## config.mk

```make
export PLATFORM = sky130hd
export DESIGN_NAME = div_32by16
export DESIGN_NICKNAME = d
export VERILOG_FILES = /design/src/rtl/div_32by16.sv
export SDC_FILE = /design/constraint.sdc
export NUM_CORES = 1
export LEC_CHECK = 0
export CAP_MARGIN = 20
export CORE_MARGIN = 4
export CORE_UTILIZATION = 41
export DETAILED_ROUTE_END_ITERATION = 7
export GPL_TIMING_DRIVEN = 0
export HOLD_SLACK_MARGIN = 0.03
export PLACE_DENSITY = 0.76
export RECOVER_POWER = 50
export SLEW_MARGIN = 5
export SYNTH_ARGS = -nofsm -noshare
export SYNTH_HDL_FRONTEND = slang
export SYNTH_SLANG_ARGS = --single-unit
export TNS_END_PERCENT = 30
```

## constraint.sdc

```tcl
create_clock -name clk -period 4.83 [get_ports clk]
set_input_delay 0.966 -clock clk [delete_from_list [all_inputs] [get_ports clk]]
set_output_delay 0.966 -clock clk [all_outputs]
set_load 0.02 [all_outputs]
```

## src/rtl/div_32by16.sv

```systemverilog
// Sequential restoring divider: 2*DW-bit dividend by DW-bit divisor, one quotient
// bit per clock, with start/done handshake, busy and divide-by-zero flags.
module div_32by16 #(
  parameter int DW = 16
) (
  input  logic            clk,
  input  logic            rst,
  input  logic            start,
  input  logic [2*DW-1:0] ain,
  input  logic [DW-1:0]   bin,
  output logic [2*DW-1:0] quot,
  output logic [DW-1:0]   rem,
  output logic            busy,
  output logic            done,
  output logic            div_zero
);

  localparam int CW = $clog2(2*DW) + 1;
  localparam logic [CW-1:0] LAST_ITER = CW'(2*DW - 1);

  typedef enum logic [1:0] {IDLE, CALC, FIN} state_t;

  state_t            state_q, state_d;
  logic [2*DW-1:0]   dvd_q, dvd_d;
  logic [DW-1:0]     dvs_q, dvs_d;
  logic [DW:0]       r_q, r_d;
  logic [CW-1:0]     cnt_q, cnt_d;
  logic [2*DW-1:0]   quot_q, quot_d;
  logic [DW-1:0]     rem_q, rem_d;
  logic              div_zero_q, div_zero_d;

  logic [DW:0]       r_shift;
  logic [DW:0]       r_sub;
  logic [DW:0]       r_new;
  logic              q_bit;
  logic [2*DW-1:0]   dvd_new;

  // One restoring step; quotient bits fill the dividend register from the LSB end.
  always_comb begin
    r_shift = {r_q[DW-1:0], dvd_q[2*DW-1]};
    r_sub   = r_shift - {1'b0, dvs_q};
    q_bit   = (r_shift >= {1'b0, dvs_q});
    r_new   = q_bit ? r_sub : r_shift;
    dvd_new = {dvd_q[2*DW-2:0], q_bit};
  end

  always_comb begin
    state_d    = state_q;
    dvd_d      = dvd_q;
    dvs_d      = dvs_q;
    r_d        = r_q;
    cnt_d      = cnt_q;
    quot_d     = quot_q;
    rem_d      = rem_q;
    div_zero_d = div_zero_q;
    unique case (state_q)
      IDLE: begin
        if (start) begin
          if (bin == '0) begin
            quot_d     = '1;
            rem_d      = ain[DW-1:0];
            div_zero_d = 1'b1;
            state_d    = FIN;
          end else begin
            dvd_d      = ain;
            dvs_d      = bin;
            r_d        = '0;
            cnt_d      = '0;
            div_zero_d = 1'b0;
            state_d    = CALC;
          end
        end
      end
      CALC: begin
        dvd_d = dvd_new;
        r_d   = r_new;
        cnt_d = cnt_q + CW'(1);
        if (cnt_q == LAST_ITER) begin
          quot_d  = dvd_new;
          rem_d   = r_new[DW-1:0];
          state_d = FIN;
        end
      end
      FIN: begin
        state_d = IDLE;
      end
      default: begin
        state_d = IDLE;
      end
    endcase
  end

  always_ff @(posedge clk or posedge rst) begin
    if (rst) begin
      state_q    <= IDLE;
      dvd_q      <= '0;
      dvs_q      <= '0;
      r_q        <= '0;
      cnt_q      <= '0;
      quot_q     <= '0;
      rem_q      <= '0;
      div_zero_q <= 1'b0;
    end else begin
      state_q    <= state_d;
      dvd_q      <= dvd_d;
      dvs_q      <= dvs_d;
      r_q        <= r_d;
      cnt_q      <= cnt_d;
      quot_q     <= quot_d;
      rem_q      <= rem_d;
      div_zero_q <= div_zero_d;
    end
  end

  assign quot     = quot_q;
  assign rem      = rem_q;
  assign div_zero = div_zero_q;
  assign busy     = (state_q == CALC);
  assign done     = (state_q == FIN);

endmodule

```

==> flow_metrics.tcl, run 1 <==
set metrics [dict create \
    die_y_um 129.4 \
    irDropWorstVdd_mv 0.2983 \
    finish.utilization_pct 54.61 \
    p_total_mw 5.512 \
    clock_tree_from_tritoncts "built" \
    total_switching_power_mw 2.151 \
    critPathMaxFanout 10 \
    grt_overflow 0 \
    clock_insertion_delay_worst_skew_ps 420 \
    fp-row-count 44 \
    global_route.usage.total_pct 19.95 \
    cp_data_required_time_ps 3860 \
    drv_slew 0 \
    clkTransAtPathRegs_ps 60 \
    detailed_place_hpwl_um 12010 \
    finalHoldViolCount 0 \
    gpl.final_weighted_congestion 0.8637 \
    detailroute.via_count 4951 \
    timing.critical_path.to_type "primary output" \
    skew_ps 11.02 \
    timing.critical_path.to "busy" \
    timing.final.crit_period_ps 4048 \
    clkPwrFrac_pct 23.1 \
    critPathKind "reg -> out" \
    n_antenna_cell 0 \
    worstPathCellList "inv_1, nand2_1, inv_2, buf_1, clkdlybuf4s50_1" \
    htreeDepth 4 \
    final_net_count 790 \
    synthesis.area_mm2 0.006042 \
    rsz0062_at_grt "no" \
    cts_root_buffer "clkbuf_16" \
    layout_commonest_cell "dfrtp_1" \
    drt-vias-per-instance 5.393 \
    startpoint_of_the_most_critical_setup_path "state_q[1]" \
    startpoint_type "register" \
    cts_hold_buf 0 \
    wl_per_cell_um 17.27 \
    detailedRoute.firstPassIterationCount 4 \
    numCtsBuffers 17 \
    p_leak_nw 3.887 \
    setup_violations 0 \
    ys.flop_type "dfrtp_1" \
    max_cap_violations 0 \
    die_width_um 129.4 \
    max-clock-path-buffers 2 \
    initialDrtViolationCount 351 \
    r2r_start "dvd_q[31]" \
    synth_area_per_cell_um2 10.07 \
    grt_max_degree 100 \
    yosys_warnings 0 \
    worst_slew_margin_rel_pct 24.03 \
    core_mm2 0.01448 \
    ys_seq_elements 121 \
    final_antenna_net_count 0 \
    synth_top_area_cell "dfrtp_1" \
    start_util_pct 41.73 \
    run_status "complete, no violations" \
    timing_worst_slew_pin_value_ps 1133 \
    reg2reg_to "rem[12]" \
    area.growth.synth_to_final_pct 30.86 \
    grt_pass1_wl_um 25860 \
    worst_path_max_delay_cell "clkdlybuf4s50_1" \
    synthArstFlopShare_pct 100.0 \
    post_cts_resized 0 \
    seq_area_frac_synth_pct 50.11 \
    slowest_delay_ps 750 \
    worstHoldPathType "reg -> reg" \
    arrival_ps 3080 \
    number_of_port_buffers 101 \
    clkSinkCount 121 \
    switching_share_pct 39.03 \
    synthCells 600 \
    io_pins 102 \
    post-route-drc-count 0 \
    post_cts_buffers 0 \
    antenna_found_initial 0 \
    synth_top_area_share_pct 50.11 \
    combinational_power_share_pct 45.9 \
    finalWirelength_um 15860 \
    floorplan.die_area_mm2 0.01674 \
    timing.final.crit_share_pct 83.81 \
    fillers 1267 \
    worst_r2r_path_depth 11 \
    vias_in_the_first_global_route 5181 \
    synthesis.nets 669 \
    p_int_mw 3.361 \
    cellPowerDensity_mw_per_mm2 697.2 \
    post_route_cells_drive_above_1_share_pct 10.63 \
    synth_edf_count 0 \
    pwr-share-seq_pct 31.0 \
    fmaxAchievable_mhz 247.0 \
    layout.cells.most_common_list "dfrtp_1 (121), nand2_1 (118), o21ai_0 (76)" \
    synth_top_area_cells "dfrtp_1 (50%), nand2_1 (7.3%), o21ai_0 (6.3%)" \
    synthDistinctLibCells 58 \
    timing.reg2reg.setup_slack_ps 1580 \
]
Yosys cell counts, types with 8 or more instances:
cell / instances
dfrtp_1: 121
nand2_1: 118
o21ai_0: 76
mux2i_1: 33
inv_1: 22
a21o_1: 20
clkbuf_1: 19
ha_1: 17
mux2_2: 16
o21a_1: 14
o32a_1: 13
a21oi_1: 11
nor2_1: 11
xnor2_1: 10
a22o_2: 8
power groups by stage:
stage / combinational [mW] / clock, mW / sequential [mW]
4_1_cts: 2.57 / 1.29 / 1.71
3_3_place_gp: 2.48 / 0 / 1.70
6_report: 2.53 / 1.27 / 1.71
5_1_grt: 2.82 / 1.34 / 1.75
3_5_place_dp: 2.55 / 0 / 1.72
2_1_floorplan: 1.70 / 0 / 1.76
routing by layer:
layer  track usage (%)  routed length (um)
met3             4.740                 830
met2             32.90                7661
met4             7.474                 336
met5                 0                   0
met1             25.63                7029
worst max-delay path: cells and delay by family, from the launching register on:
| family | cells | cell delay [ps] |
|---|---|---|
| buffers and inverters | 4 | 1850 |
| DFF | 1 | 440 |
| and+or+nand+nor | 1 | 380 |
stage by stage:
stage	instances	hold slack [ps]	setup WS, ps	cell area (um^2)	setup TNS [ps]
floorplan	600	465.9	649.8	6042	0
global placement	885	450.0	-856.4	7283	-102380
detailed placement	886	455.4	841.2	7316	0
CTS	918	468.4	791.2	7910	0
global route	918	485.9	642.6	7906	0
finish	918	460.0	781.8	7906	0
final cells by class:
type                            count  area (um^2)  share of cell area, %
Sequential cell                   121         3028                  38.30
Clock buffer                       19        452.9                  5.729
Clock inverter                     13        141.4                  1.788
Buffer                             35        170.2                  2.152
Inverter                           24        91.34                  1.155
Multi-Input combinational cell    420         2754                  34.83
Timing Repair Buffer              102         1039                  13.14
Tap cell                          184        230.2                  2.912
logic make-up after synthesis:
| family | count (synthesis) | share of synthesized area [%] |
|---|---|---|
| compound gates | 177 | 19.63 |
| xor+xnor | 13 | 1.884 |
| flops | 121 | 50.11 |
| fa+ha+maj | 18 | 3.852 |
| buf+inv | 59 | 4.307 |
| mux | 49 | 8.449 |
| simple gates | 163 | 11.76 |
worst min-delay path by stage:
stage | to | start | cells past startpoint | slack [ps]
2_1_floorplan | dvd_q[0] | dvd_q[0] | 2 | 470
3_3_place_gp | quot[23] | quot[23] | 2 | 450
3_5_place_dp | quot[23] | quot[23] | 2 | 460
4_1_cts | quot[23] | quot[23] | 2 | 470
5_1_grt | quot[20] | quot[20] | 2 | 490
6_report | quot[23] | quot[23] | 2 | 460
state kept, by name, summed over array words and instances (netlist names):
name      count
dvd_q        32
quot         32
dvs_q        16
r_q          16
rem          16
cnt_q         6
state_q       2
div_zero      1
(Power assumes the default switching activity.)
==> run 2: changes to the inputs <==
--- a/config.mk
+++ b/config.mk
@@ -11,7 +11,7 @@
 export DETAILED_ROUTE_END_ITERATION = 7
 export GPL_TIMING_DRIVEN = 0
 export HOLD_SLACK_MARGIN = 0.03
-export PLACE_DENSITY = 0.76
+export PLACE_DENSITY = 0.79
 export RECOVER_POWER = 50
 export SLEW_MARGIN = 5
 export SYNTH_ARGS = -nofsm -noshare
==> constraint.sdc (replaced) <==
create_clock -name clk -period 3.3 [get_ports clk]
set_input_delay 0.66 -clock clk [delete_from_list [all_inputs] [get_ports clk]]
set_output_delay 0.66 -clock clk [all_outputs]
set_load 0.02 [all_outputs]
==> flow_metrics.tcl, run 2 (synthesized netlist as in run 1, its figures left out) <==
set metrics [dict create \
    drt-vias-per-instance 5.359 \
    run_status "complete, no violations" \
    arrival_ps 2540 \
    start_util_pct 41.73 \
    initialDrtViolationCount 348 \
    clkTransAtPathRegs_ps 60 \
    reg2reg_to "rem[12]" \
    area.growth.synth_to_final_pct 31.29 \
    clkSinkCount 121 \
    fmaxAchievable_mhz 312.5 \
    layout.cells.most_common_list "dfrtp_1 (121), nand2_1 (118), o21ai_0 (76)" \
    clock_tree_from_tritoncts "built" \
    grt_overflow 0 \
    critPathMaxFanout 17 \
    wl_per_cell_um 17.07 \
    area.sequential_mm2 0.003028 \
    numCtsBuffers 17 \
    final_net_count 793 \
    timing.critical_path.to_type "primary output" \
    max-clock-path-buffers 2 \
    finalHoldViolCount 0 \
    r2r_start "dvd_q[31]" \
    post-route-drc-count 0 \
    fp-row-count 44 \
    p_leak_nw 3.915 \
    min_delay_path_depth 2 \
    rsz0062_at_grt "no" \
    irDropWorstVdd_mv 0.4768 \
    timing.final.crit_period_ps 3200 \
    worstHoldPathType "reg -> reg" \
    min_from "quot[24]" \
    cellPowerDensity_mw_per_mm2 1020 \
    worst_slew_margin_rel_pct 12.70 \
    vias_in_the_first_global_route 5091 \
    die_y_um 129.4 \
    n_antenna_cell 0 \
    fillers 1259 \
    finalWirelength_um 15730 \
    layout_commonest_cell "dfrtp_1" \
    die_width_um 129.4 \
    global_route.usage.total_pct 19.66 \
    startpoint_type "register" \
    detailroute.via_count 4936 \
    io_pins 102 \
    cp_data_required_time_ps 2640 \
    timing.reg2reg.setup_slack_ps 190 \
    final_antenna_net_count 0 \
    drv_slew 0 \
    gpl.final_weighted_congestion 0.8502 \
    number_of_port_buffers 101 \
    htreeDepth 4 \
    antenna_found_initial 0 \
    grt_max_degree 40 \
    setup-tns-final_ps 0 \
    multiInputGateArea_mm2 0.002771 \
    skew_ps 6.959 \
    worst_r2r_path_depth 11 \
    timing.final.crit_share_pct 96.96 \
    cts_root_buffer "clkbuf_16" \
    post_route_cells_drive_above_1_share_pct 11.13 \
    detailed_place_hpwl_um 11650 \
    final_hold_slack_ps 458.4 \
    core_mm2 0.01448 \
    floorplan.die_area_mm2 0.01674 \
    timing_worst_slew_pin_value_ps 1309 \
    cts_hold_buf 0 \
    clock_insertion_delay_worst_skew_ps 420 \
    grt_pass1_wl_um 25560 \
    max_cap_violations 0 \
    startpoint_of_the_most_critical_setup_path "state_q[1]" \
    setup_violations 0 \
    detailedRoute.firstPassIterationCount 5 \
    timing.hold.worst_endpoint "quot[24]" \
    critPathKind "reg -> out" \
]
==> run 2: cell count changes in the layout (fill, tap and decap cells not counted), moves of 2 or more <==
cell / previous run / this run
buf_4: 4 / 7
clkinv_4: 3 / 1
inv_6: 4 / 1
clkbuf_2: 0 / 2
clkinvlp_4: 0 / 3
==> run 2: worst max path at each step <==
| stage | end | slack [ps] | depth (start not counted) |
|---|---|---|---|
| 2_1_floorplan | rem[12] | 520 | 11 |
| 3_3_place_gp | quot[30] | -240 | 12 |
| 3_5_place_dp | quot[30] | -290 | 12 |
| 4_1_cts | busy | 10 | 4 |
| 5_1_grt | busy | 30 | 4 |
| 6_report | busy | 100 | 4 |
==> run 2: cell type report <==
cell class / count / share of cell area, %
Buffer: 33 / 2.050
Multi-Input combinational cell: 420 / 34.94
Tap cell: 184 / 2.902
Clock buffer: 21 / 5.931
Sequential cell: 121 / 38.17
Clock inverter: 11 / 1.514
Timing Repair Buffer: 107 / 13.31
Inverter: 24 / 1.183
==> run 2: per-layer routing <==
| layer | track usage [%] | up-vias | part of all wire [%] |
|---|---|---|---|
| li1 | - | 2388 | - |
| met1 | 24.00 | 2382 | 42 |
| met2 | 34.27 | 139 | 50 |
| met3 | 4.864 | 27 | 5.5 |
| met4 | 6.300 | 0 | 1.9 |
| met5 | 0 | - | 0 |
==> run 2: repair_timing <==
action                                  in CTS  in global routing
endpoints found under the setup margin       3                 23
resized for setup                            1                  3
setup buffers                                0                  3
pin swaps                                    0                  1
==> run 2: report_power, final <==
part           internal (mW)  switching, mW  leakage, nW
Combinational           1.70           2.04         2.09
Sequential              2.08          0.418         1.54
Clock                   1.17          0.682        0.285
Total                   4.95           3.14         3.91
==> run 2: through the flow <==
step | cell area [um^2] | power [mW] | worst slack, ps | std cells | util (%)
2_1_floorplan | 6046 | 5.075 | 519.1 | 600 | -
3_3_place_gp | 7287 | 6.096 | -244.8 | 885 | 50.33
3_5_place_dp | 7347 | 6.225 | -290.4 | 888 | 50.74
4_1_cts | 7940 | 8.119 | 9.899 | 919 | 54.84
5_1_grt | 7933 | 8.639 | 28.20 | 921 | 54.79
6_report | 7933 | 8.087 | 100.3 | 921 | 54.79
==> run 2: worst max-delay path, cell delays in order, from the launching register on <==
cell and delay (ps):
dfrtp_1 450, inv_1 200, nand2_1 400, inv_4 390, clkdlybuf4s50_1 670
